### src/rtl/id_stage_pipe.sv
// RV32IM decode stage: instruction decode, NREGS x XLEN register file and a
// registered ID/EX slot with valid/ready handshake, load-use stall, flush and WB bypass.
module id_stage_pipe #(
  parameter int unsigned XLEN  = 32,
  parameter int unsigned NREGS = 32,
  localparam int unsigned AW   = $clog2(NREGS)
) (
  input  logic            clk,
  input  logic            rst,
  input  logic            in_valid,
  output logic            in_ready,
  input  logic [31:0]     in_instr,
  input  logic [XLEN-1:0] in_pc,
  input  logic            flush,
  input  logic            ex_memread,
  input  logic [AW-1:0]   ex_rd,
  input  logic            wb_we,
  input  logic [AW-1:0]   wb_rd,
  input  logic [XLEN-1:0] wb_data,
  output logic            out_valid,
  input  logic            out_ready,
  output logic [XLEN-1:0] out_pc,
  output logic [XLEN-1:0] out_rs1_val,
  output logic [XLEN-1:0] out_rs2_val,
  output logic [XLEN-1:0] out_imm,
  output logic [AW-1:0]   out_rd,
  output logic [AW-1:0]   out_rs1,
  output logic [AW-1:0]   out_rs2,
  output logic [2:0]      out_funct3,
  output logic [6:0]      out_funct7,
  output logic [10:0]     out_ctrl,
  output logic            out_illegal
);

  localparam logic [6:0] OPC_LUI    = 7'b0110111;
  localparam logic [6:0] OPC_AUIPC  = 7'b0010111;
  localparam logic [6:0] OPC_JAL    = 7'b1101111;
  localparam logic [6:0] OPC_JALR   = 7'b1100111;
  localparam logic [6:0] OPC_BRANCH = 7'b1100011;
  localparam logic [6:0] OPC_LOAD   = 7'b0000011;
  localparam logic [6:0] OPC_STORE  = 7'b0100011;
  localparam logic [6:0] OPC_OPIMM  = 7'b0010011;
  localparam logic [6:0] OPC_OP     = 7'b0110011;
  localparam logic [6:0] OPC_FENCE  = 7'b0001111;
  localparam logic [6:0] OPC_SYSTEM = 7'b1110011;

  logic [XLEN-1:0] regs [NREGS];

  logic [6:0]  opcode;
  logic [31:0] imm_i, imm_s, imm_b, imm_u, imm_j, imm32;
  logic        use_rd, use_rs1, use_rs2, use_f3, use_f7, legal;
  logic        c_regwrite, c_alusrc, c_memread, c_memwrite;
  logic        c_branch, c_jump, c_jump_r, c_memtoreg, is_muldiv;
  logic [1:0]  aluop;

  logic [AW-1:0]   dec_rd, dec_rs1, dec_rs2;
  logic [2:0]      dec_f3;
  logic [6:0]      dec_f7;
  logic [10:0]     dec_ctrl;
  logic [XLEN-1:0] dec_imm, rs1_val, rs2_val;
  logic            dec_illegal, bad_idx;
  logic            hazard, slot_free, accept;

  function automatic logic idx_oob(input logic [4:0] idx);
    return 32'(idx) >= NREGS;
  endfunction

  assign opcode = in_instr[6:0];
  assign imm_i  = {{20{in_instr[31]}}, in_instr[31:20]};
  assign imm_s  = {{20{in_instr[31]}}, in_instr[31:25], in_instr[11:7]};
  assign imm_b  = {{19{in_instr[31]}}, in_instr[31], in_instr[7], in_instr[30:25], in_instr[11:8], 1'b0};
  assign imm_u  = {in_instr[31:12], 12'b0};
  assign imm_j  = {{11{in_instr[31]}}, in_instr[31], in_instr[19:12], in_instr[20], in_instr[30:21], 1'b0};

  always_comb begin
    use_rd     = 1'b0;
    use_rs1    = 1'b0;
    use_rs2    = 1'b0;
    use_f3     = 1'b0;
    use_f7     = 1'b0;
    legal      = 1'b1;
    imm32      = '0;
    c_regwrite = 1'b0;
    c_alusrc   = 1'b0;
    c_memread  = 1'b0;
    c_memwrite = 1'b0;
    c_branch   = 1'b0;
    c_jump     = 1'b0;
    c_jump_r   = 1'b0;
    c_memtoreg = 1'b0;
    aluop      = 2'b00;
    case (opcode)
      OPC_OP: begin
        use_rd = 1'b1; use_rs1 = 1'b1; use_rs2 = 1'b1; use_f3 = 1'b1; use_f7 = 1'b1;
        c_regwrite = 1'b1;
        aluop      = 2'b10;
      end
      OPC_OPIMM: begin
        use_rd = 1'b1; use_rs1 = 1'b1; use_f3 = 1'b1;
        imm32      = imm_i;
        c_regwrite = 1'b1;
        c_alusrc   = 1'b1;
      end
      OPC_LOAD: begin
        use_rd = 1'b1; use_rs1 = 1'b1; use_f3 = 1'b1;
        imm32      = imm_i;
        c_regwrite = 1'b1;
        c_alusrc   = 1'b1;
        c_memread  = 1'b1;
        c_memtoreg = 1'b1;
      end
      OPC_STORE: begin
        use_rs1 = 1'b1; use_rs2 = 1'b1; use_f3 = 1'b1;
        imm32      = imm_s;
        c_alusrc   = 1'b1;
        c_memwrite = 1'b1;
      end
      OPC_BRANCH: begin
        use_rs1 = 1'b1; use_rs2 = 1'b1; use_f3 = 1'b1;
        imm32    = imm_b;
        c_branch = 1'b1;
        aluop    = 2'b01;
      end
      OPC_JAL: begin
        use_rd     = 1'b1;
        imm32      = imm_j;
        c_regwrite = 1'b1;
        c_jump     = 1'b1;
      end
      OPC_JALR: begin
        use_rd = 1'b1; use_rs1 = 1'b1; use_f3 = 1'b1;
        imm32      = imm_i;
        c_regwrite = 1'b1;
        c_alusrc   = 1'b1;
        c_jump_r   = 1'b1;
      end
      OPC_LUI: begin
        use_rd     = 1'b1;
        imm32      = imm_u;
        c_regwrite = 1'b1;
        c_alusrc   = 1'b1;
      end
      OPC_AUIPC: begin
        use_rd     = 1'b1;
        imm32      = imm_u;
        c_regwrite = 1'b1;
        c_alusrc   = 1'b1;
        aluop      = 2'b11;
      end
      // Legal but inert in this pipeline: fields decoded, no control asserted.
      OPC_FENCE, OPC_SYSTEM: begin
        use_rd = 1'b1; use_rs1 = 1'b1; use_f3 = 1'b1;
        imm32 = imm_i;
      end
      default: legal = 1'b0;
    endcase
  end

  assign is_muldiv   = (opcode == OPC_OP) && (in_instr[31:25] == 7'b0000001);
  assign dec_ctrl    = {c_regwrite, c_alusrc, c_memread, c_memwrite, c_branch,
                        c_jump, c_jump_r, c_memtoreg, aluop, is_muldiv};
  assign dec_imm     = XLEN'(signed'(imm32));
  assign dec_rd      = use_rd  ? in_instr[7 +: AW]  : '0;
  assign dec_rs1     = use_rs1 ? in_instr[15 +: AW] : '0;
  assign dec_rs2     = use_rs2 ? in_instr[20 +: AW] : '0;
  assign dec_f3      = use_f3  ? in_instr[14:12]    : '0;
  assign dec_f7      = use_f7  ? in_instr[31:25]    : '0;
  assign bad_idx     = (use_rd  && idx_oob(in_instr[11:7]))  ||
                       (use_rs1 && idx_oob(in_instr[19:15])) ||
                       (use_rs2 && idx_oob(in_instr[24:20]));
  assign dec_illegal = !legal || bad_idx;

  // Write-first: a same-cycle writeback wins over the stored value.
  always_comb begin
    rs1_val = '0;
    rs2_val = '0;
    if (dec_rs1 != '0)
      rs1_val = (wb_we && wb_rd == dec_rs1) ? wb_data : regs[dec_rs1];
    if (dec_rs2 != '0)
      rs2_val = (wb_we && wb_rd == dec_rs2) ? wb_data : regs[dec_rs2];
  end

  // Unused source fields decode to 0, and ex_rd==0 never stalls.
  assign hazard    = in_valid && ex_memread && (ex_rd != '0) &&
                     ((ex_rd == dec_rs1) || (ex_rd == dec_rs2));
  assign slot_free = !out_valid || out_ready;
  assign in_ready  = slot_free && !hazard && !flush && !rst;
  assign accept    = in_valid && in_ready;

  always_ff @(posedge clk) begin
    if (rst) begin
      for (int unsigned i = 0; i < NREGS; i++)
        regs[AW'(i)] <= '0;
    end else if (wb_we && wb_rd != '0) begin
      regs[wb_rd] <= wb_data;
    end
  end

  always_ff @(posedge clk) begin
    if (rst) begin
      out_valid   <= 1'b0;
      out_pc      <= '0;
      out_rs1_val <= '0;
      out_rs2_val <= '0;
      out_imm     <= '0;
      out_rd      <= '0;
      out_rs1     <= '0;
      out_rs2     <= '0;
      out_funct3  <= '0;
      out_funct7  <= '0;
      out_ctrl    <= '0;
      out_illegal <= 1'b0;
    end else if (flush) begin
      out_valid <= 1'b0;
    end else if (slot_free) begin
      if (accept) begin
        out_valid   <= 1'b1;
        out_pc      <= in_pc;
        out_rs1_val <= rs1_val;
        out_rs2_val <= rs2_val;
        out_imm     <= dec_imm;
        out_rd      <= dec_rd;
        out_rs1     <= dec_rs1;
        out_rs2     <= dec_rs2;
        out_funct3  <= dec_f3;
        out_funct7  <= dec_f7;
        out_ctrl    <= dec_ctrl;
        out_illegal <= dec_illegal;
      end else begin
        out_valid <= 1'b0;
      end
    end else begin
      // Held slot: track writebacks so EX never sees a stale operand.
      if (wb_we && wb_rd != '0 && wb_rd == out_rs1)
        out_rs1_val <= wb_data;
      if (wb_we && wb_rd != '0 && wb_rd == out_rs2)
        out_rs2_val <= wb_data;
    end
  end

endmodule

### config.mk
export PLATFORM = sky130hd
export DESIGN_NAME = id_stage_pipe
export DESIGN_NICKNAME = d
export VERILOG_FILES = /design/src/rtl/id_stage_pipe.sv
export SDC_FILE = /design/constraint.sdc
export NUM_CORES = 2
export LEC_CHECK = 0
export ABC_AREA = 1
export BUFFER_PORTS_ARGS = -buffer_cell sky130_fd_sc_hd__buf_2
export CELL_PAD_IN_SITES_DETAIL_PLACEMENT = 1
export CELL_PAD_IN_SITES_GLOBAL_PLACEMENT = 1
export CORE_UTILIZATION = 52
export CTS_BUF_LIST = sky130_fd_sc_hd__clkbuf_4
export CTS_CLUSTER_DIAMETER = 80
export DETAILED_ROUTE_END_ITERATION = 10
export GPL_TIMING_DRIVEN = 1
export PLACE_DENSITY = 0.85
export SKIP_CTS_REPAIR_TIMING = 1
export SLEW_MARGIN = 20
export SYNTH_ARGS = -nofsm -noshare
export SYNTH_HDL_FRONTEND = slang
export SYNTH_SLANG_ARGS = --single-unit
### constraint.sdc
create_clock -name clk -period 5.8 [get_ports clk]
set_clock_uncertainty 0.05 [all_clocks]
set_input_delay 1.16 -clock clk [delete_from_list [all_inputs] [get_ports clk]]
set_output_delay 1.16 -clock clk [all_outputs]
set_load 0.02 [all_outputs]
# After elaboration in Yosys (flattened, before gate mapping)
# Memories as Yosys holds them, arrays and structs flattened.
# Cells that the tools add are included.
[totals]
output_inout_bits = 167
mem_count = 1
ff_bits = 166
mem_bits_rw = 1024
wordCells = 110
[mem_list]
columns = ["name", "depth", "word_bits", "rd", "rd_ports_with_merged_regs", "wr", "line", "rtl"]
rows = [
  ["regs", 32, 32, 2, 0, 32, "47", "logic [XLEN-1:0] regs [NREGS];"],
]
[op_classes]
muxes = 38
reduce_logical = 39
bitwise = 1
n_eq_ne = 19
[ops]
columns = ["cell", "count"]
rows = [
  ["2-to-1 mux 32 bit", 11],
  ["one-hot mux 32 bit (5 select lines)", 1],
  ["OR reduction 32 bit", 1],
  ["== test 5 bit", 6],
  ["== test 7 bit, second input constant", 4],
  ["== test 7 x 6 -> 1 bit, second input constant", 3],
  ["2-to-1 mux 5 bit", 4],
  ["nonzero test 5 bit", 4],
  ["2-to-1 mux 1 bit", 19],
  ["== test 7 x 5 -> 1 bit, second input constant", 2],
  ["logical AND 1 bit", 13],
  ["OR reduction 11 bit", 1],
  ["AND reduction 3 bit", 3],
  ["OR reduction 9 bit", 1],
  ["OR reduction 8 bit", 1],
  ["== test 7 x 1 -> 1 bit, second input constant", 1],
  ["== test 7 x 2 -> 1 bit, second input constant", 1],
  ["== test 7 x 4 -> 1 bit, second input constant", 1],
  ["2-to-1 mux 7 bit", 1],
  ["OR reduction 7 bit", 1],
  ["one-hot mux 2 bit (3 select lines)", 1],
  ["OR reduction 6 bit", 1],
  ["zero test 1 bit", 5],
  ["OR reduction 5 bit", 1],
  ["7 further kinds", 10],
]

# Longest topological paths before layout
[logic_depth]
ltp_word = 14
mapped_depth = 23
ltp_nobuf = 21

# Worst setup path before layout
# No wires, ideal clock.
[synth_timing]
path_kind = "input port to flip-flop"
start = "input port wb_rd[1]"
end = "memory regs[10][0] (enable)"
path_buffers = 2
arrival_ns = 3.503
required_time_ns = 5.361
slack_ns = 1.858
path_stages = 10
cell_sequence = "clkbuf_1 -> nor2_1 -> nand2_1 -> nand2_1 -> nor2_1 -> inv_1 -> nor4_1 -> nand2_1 -> clkbuf_1 -> nand2_1"
[synth_rtl]
columns = ["item", "line", "rtl"]
rows = [
  ["from (decl)", "18", "input logic [AW-1:0] wb_rd,"],
  ["to (decl)", "47", ""],
]

# Worst setup path after layout
[layout_timing]
start = "input port in_instr[1]"
end = "output port in_ready"
[layout_via]
elab_chain_len = 11
[layout_lines]
columns = ["item", "line", "rtl"]
rows = [
  ["from (decl)", "12", "input logic [31:0] in_instr,"],
  ["== test 7 x 6 -> 1 bit (tied with other cells)", "92", "case (opcode)"],
  ["OR reduction 8 bit (no line) / OR reduction 3 bit (equally long branches)", "-", ""],
  ["2-to-1 mux 1 bit", "92", ""],
  ["2-to-1 mux 5 bit (on tied branches)", "164, 165", ""],
  ["== test 5 bit", "185", "((ex_rd == dec_rs1) || (ex_rd == dec_rs2));"],
  ["logical OR 1 bit *", "185", ""],
  ["logical AND 1 bit *", "184", "assign hazard = in_valid && ex_memread && (ex_rd != '0) &&"],
  ["zero test 1 bit *", "187", "assign in_ready = slot_free && !hazard && !flush && !rst;"],
  ["logical AND 1 bit * (3 in a row)", "187", ""],
  ["to (decl)", "11", "output logic in_ready,"],
]
# Mark *: on every way between the ends. The rest lies on a longest branch, timed or not.

==> flow_summary_export.csv <==
group,metric,value,unit
die,die-height,355,µm
synth,synth_area_per_cell,7.86,µm²
synth,synth-edff-count,1024,
grt,grt_pass1_vias,67200,
worst_setup_path,crit_path_top_delay_cell,"nand2_8",
grt,track_usage,0.457,
drt,via_count,66500,
synth,synth_cells,8232,
worst_setup_path,slowest_delay,370,ps
worst_setup_path,crit_path_start_kind,"primary input",
grt,grt_pass1_wl,426000,µm
die,core,0.124,mm²
synth,synth_area,0.0647,mm²
die,rows,129,
worst_setup_path,cp_data_required_time,4590,ps
synth,dominantRegCellSynth,"edfxtp_1",
worst_setup_path,reg2reg_slack,2900,ps
final_layout,drive_above_1_share,0.129,
timing,setup_slack,1260,ps
worst_setup_path,criticalPathCategory,"in -> out",
grt,grt_max_degree,169,
synth,synth_area_leaders,"edfxtp_1 48%, nand2_1 13%, nor2_1 7.7%",
drt,remaining_drc_errors,0,
clocking,cts_max_level,5,
timing,fin_setup_tns,0,ps
final_layout,area_growth,11.5,%
timing,max_freq,220,MHz
grt,antenna_found_initial,22,
drt,dr.first_iter.drc_count,8737,
synth,ys_seq_area_frac,0.526,
worst_setup_path,cp_cell_sequence,"buf_2, nand2_1, inv_1, nand2_2, a21oi_2, buf_4, nor2_1, nand2_4, nand2_8, nand2_1, nand2_1, nor2_1, nand3_1, nand2_1, a21boi_0, buf_2",
placement,dp_hpwl,175000,µm
drt,wl_per_cell,28.5,µm
clocking,cts_tree,"built",
synth,async_flop_share,0,
status,status,"finished, final reports clean",
synth,yosysWarnings,0,
power_and_ir_drop,leakagePower,30.6,nW
power_and_ir_drop,powerDensity,276,mW/mm²
clocking,clk_pin_slew,70,ps
placement,place_area,0.0679,mm²
timing,setup_violations,0,
final_layout,final_cell_area,0.0722,mm²
worst_setup_path,arrival,3330,ps
timing,tightest_slew,1170,ps
timing,hold_viol,0,
clocking,cts_buffers,346,
power_and_ir_drop,ir_drop,189,µV
worst_setup_path,critPathMaxFanout,33,
die,die_w,355,µm
synth,synthDistinctLibCells,41,
worst_setup_path,worst_path_most_repeated_cell,"nand2_1",
placement,gp_congestion,0.952,
die,initial_core_util,0.524,
clocking,cts-root-buf,"clkbuf_4",
grt,overflow,0,
final_layout,final_nets,8524,
job,drv_cap,0,
synth,synth_largest_area_cell,"edfxtp_1",
placement,placed_cells,9700,
drt,ant_nets,0,
worst_hold_path,hold_class,"in -> reg",
timing,slew_viol_final,0,
worst_setup_path,end_kind,"primary output",
timing,holdWs,35.3,ps
placement,port-buffer-count,279,
drt,drt_pre_antenna_iters,7,
final_layout,stdcell_count,10300,
clocking,clk_latency,1380,ps
die,pin_count,280,
drt,viasPerCell,6.45,
clocking,clockBufferDepth,4,
timing,period_minus_slack,4540,ps
clocking,cts.sinks,1189,
die,dieArea,0.126,mm²
timing,grt_setup_unrepaired,"no",
drt,routed_wl,294000,µm
timing,maxSlewHeadroom,0.216,
timing,period_share,0.783,
synth,synth-seq-cells,1189,
synth,synth_top_area_frac,0.475,
placement,dp_slack,767,ps
cells in the final DEF, fill, tap and decap left out, drive strengths merged, types with 9 or more instances in the layout:
master  instances
a21oi         356
o21ai         409
xor2            9
conb           32
nand2        2229
diode          18
clkbuf        525
edfxtp       1024
nor2         1321
o211ai        395
inv           593
dfxtp         165
nand3b         20
nor3            9
buf           505
clkinv         64
nand3         942
routing by layer:
metal | share of wire | GRT usage
met1 | 0.34 | 0.539
met2 | 0.45 | 0.708
met3 | 0.11 | 0.0997
met4 | 0.10 | 0.402
met5 | 0.00039 | 0
per-stage QoR:
stage	power (W)	util
after global routing	0.0204	0.584
after CTS	0.0198	0.583
after detailed placement	0.0120	0.549
after floorplan	0.0111	-
after global placement	0.0119	0.549
final	0.0199	0.584
synthesized netlist by cell type (all sizes together), types with 2 or more instances:
library cell	instances
dfxtp	165
o21ai	409
o41ai	2
o22ai	4
nor4	8
clkbuf	478
clkinv	2
buf	227
nand3	942
nand3b	20
nand2	2229
xor2	9
inv	598
o211ai	395
nor3	9
a211oi	2
xnor2	3
o211a	8
nand4	5
edfxtp	1024
a21oi	356
o221ai	8
nor2	1321
cell type report:
cell class              count  area, µm²
clock buffers             525       3940
multi-input cells        5769      25800
inverters                 600       2290
repair buffers            505       3710
diodes                     18       45.0
well taps                1637       2050
flip-flops and latches   1189      34100
fillers                 15400      51500
clock inverters            58        248
flip-flops by register name, summed over array words and instances, names as in the netlist:
register / cells
out_ctrl: 10
out_funct3: 3
out_funct7: 7
out_illegal: 1
out_imm: 32
out_pc: 32
out_rd: 5
out_rs1: 5
out_rs1_val: 32
out_rs2: 5
out_rs2_val: 32
out_valid: 1
regs: 1024
where the power goes:
| part | switching, W | internal [W] |
|---|---|---|
| Clock | 0.00387 | 0.00412 |
| Sequential | 0.000208 | 0.00970 |
| Combinational | 0.00147 | 0.000508 |
worst paths after layout:
check	cells past startpoint	end	from
setup / recovery	16	in_ready	in_instr[1]
setup reg to reg	11	out_rs2_val[30]	out_valid
hold / removal	3	out_pc[31]	in_pc[31]
hold reg to reg	2	out_pc[3]	out_pc[3]
cells by family after synthesis:
group,share of synthesized area
and+or+nand+nor,0.284
buffers and inverters,0.0794
AOI/OAI and AO/OA,0.109
DFF,0.526
xor gates and xnor gates,0.00162
other,0.0000579
worst max-delay path: cells and delay by family:
kind / cells / cell delay [ps]
buffers and inverters: 4 / 540
AND/OR/NAND/NOR: 10 / 1410
AO/OA/AOI/OAI: 2 / 220
Power figures use the tool's default switching activity.
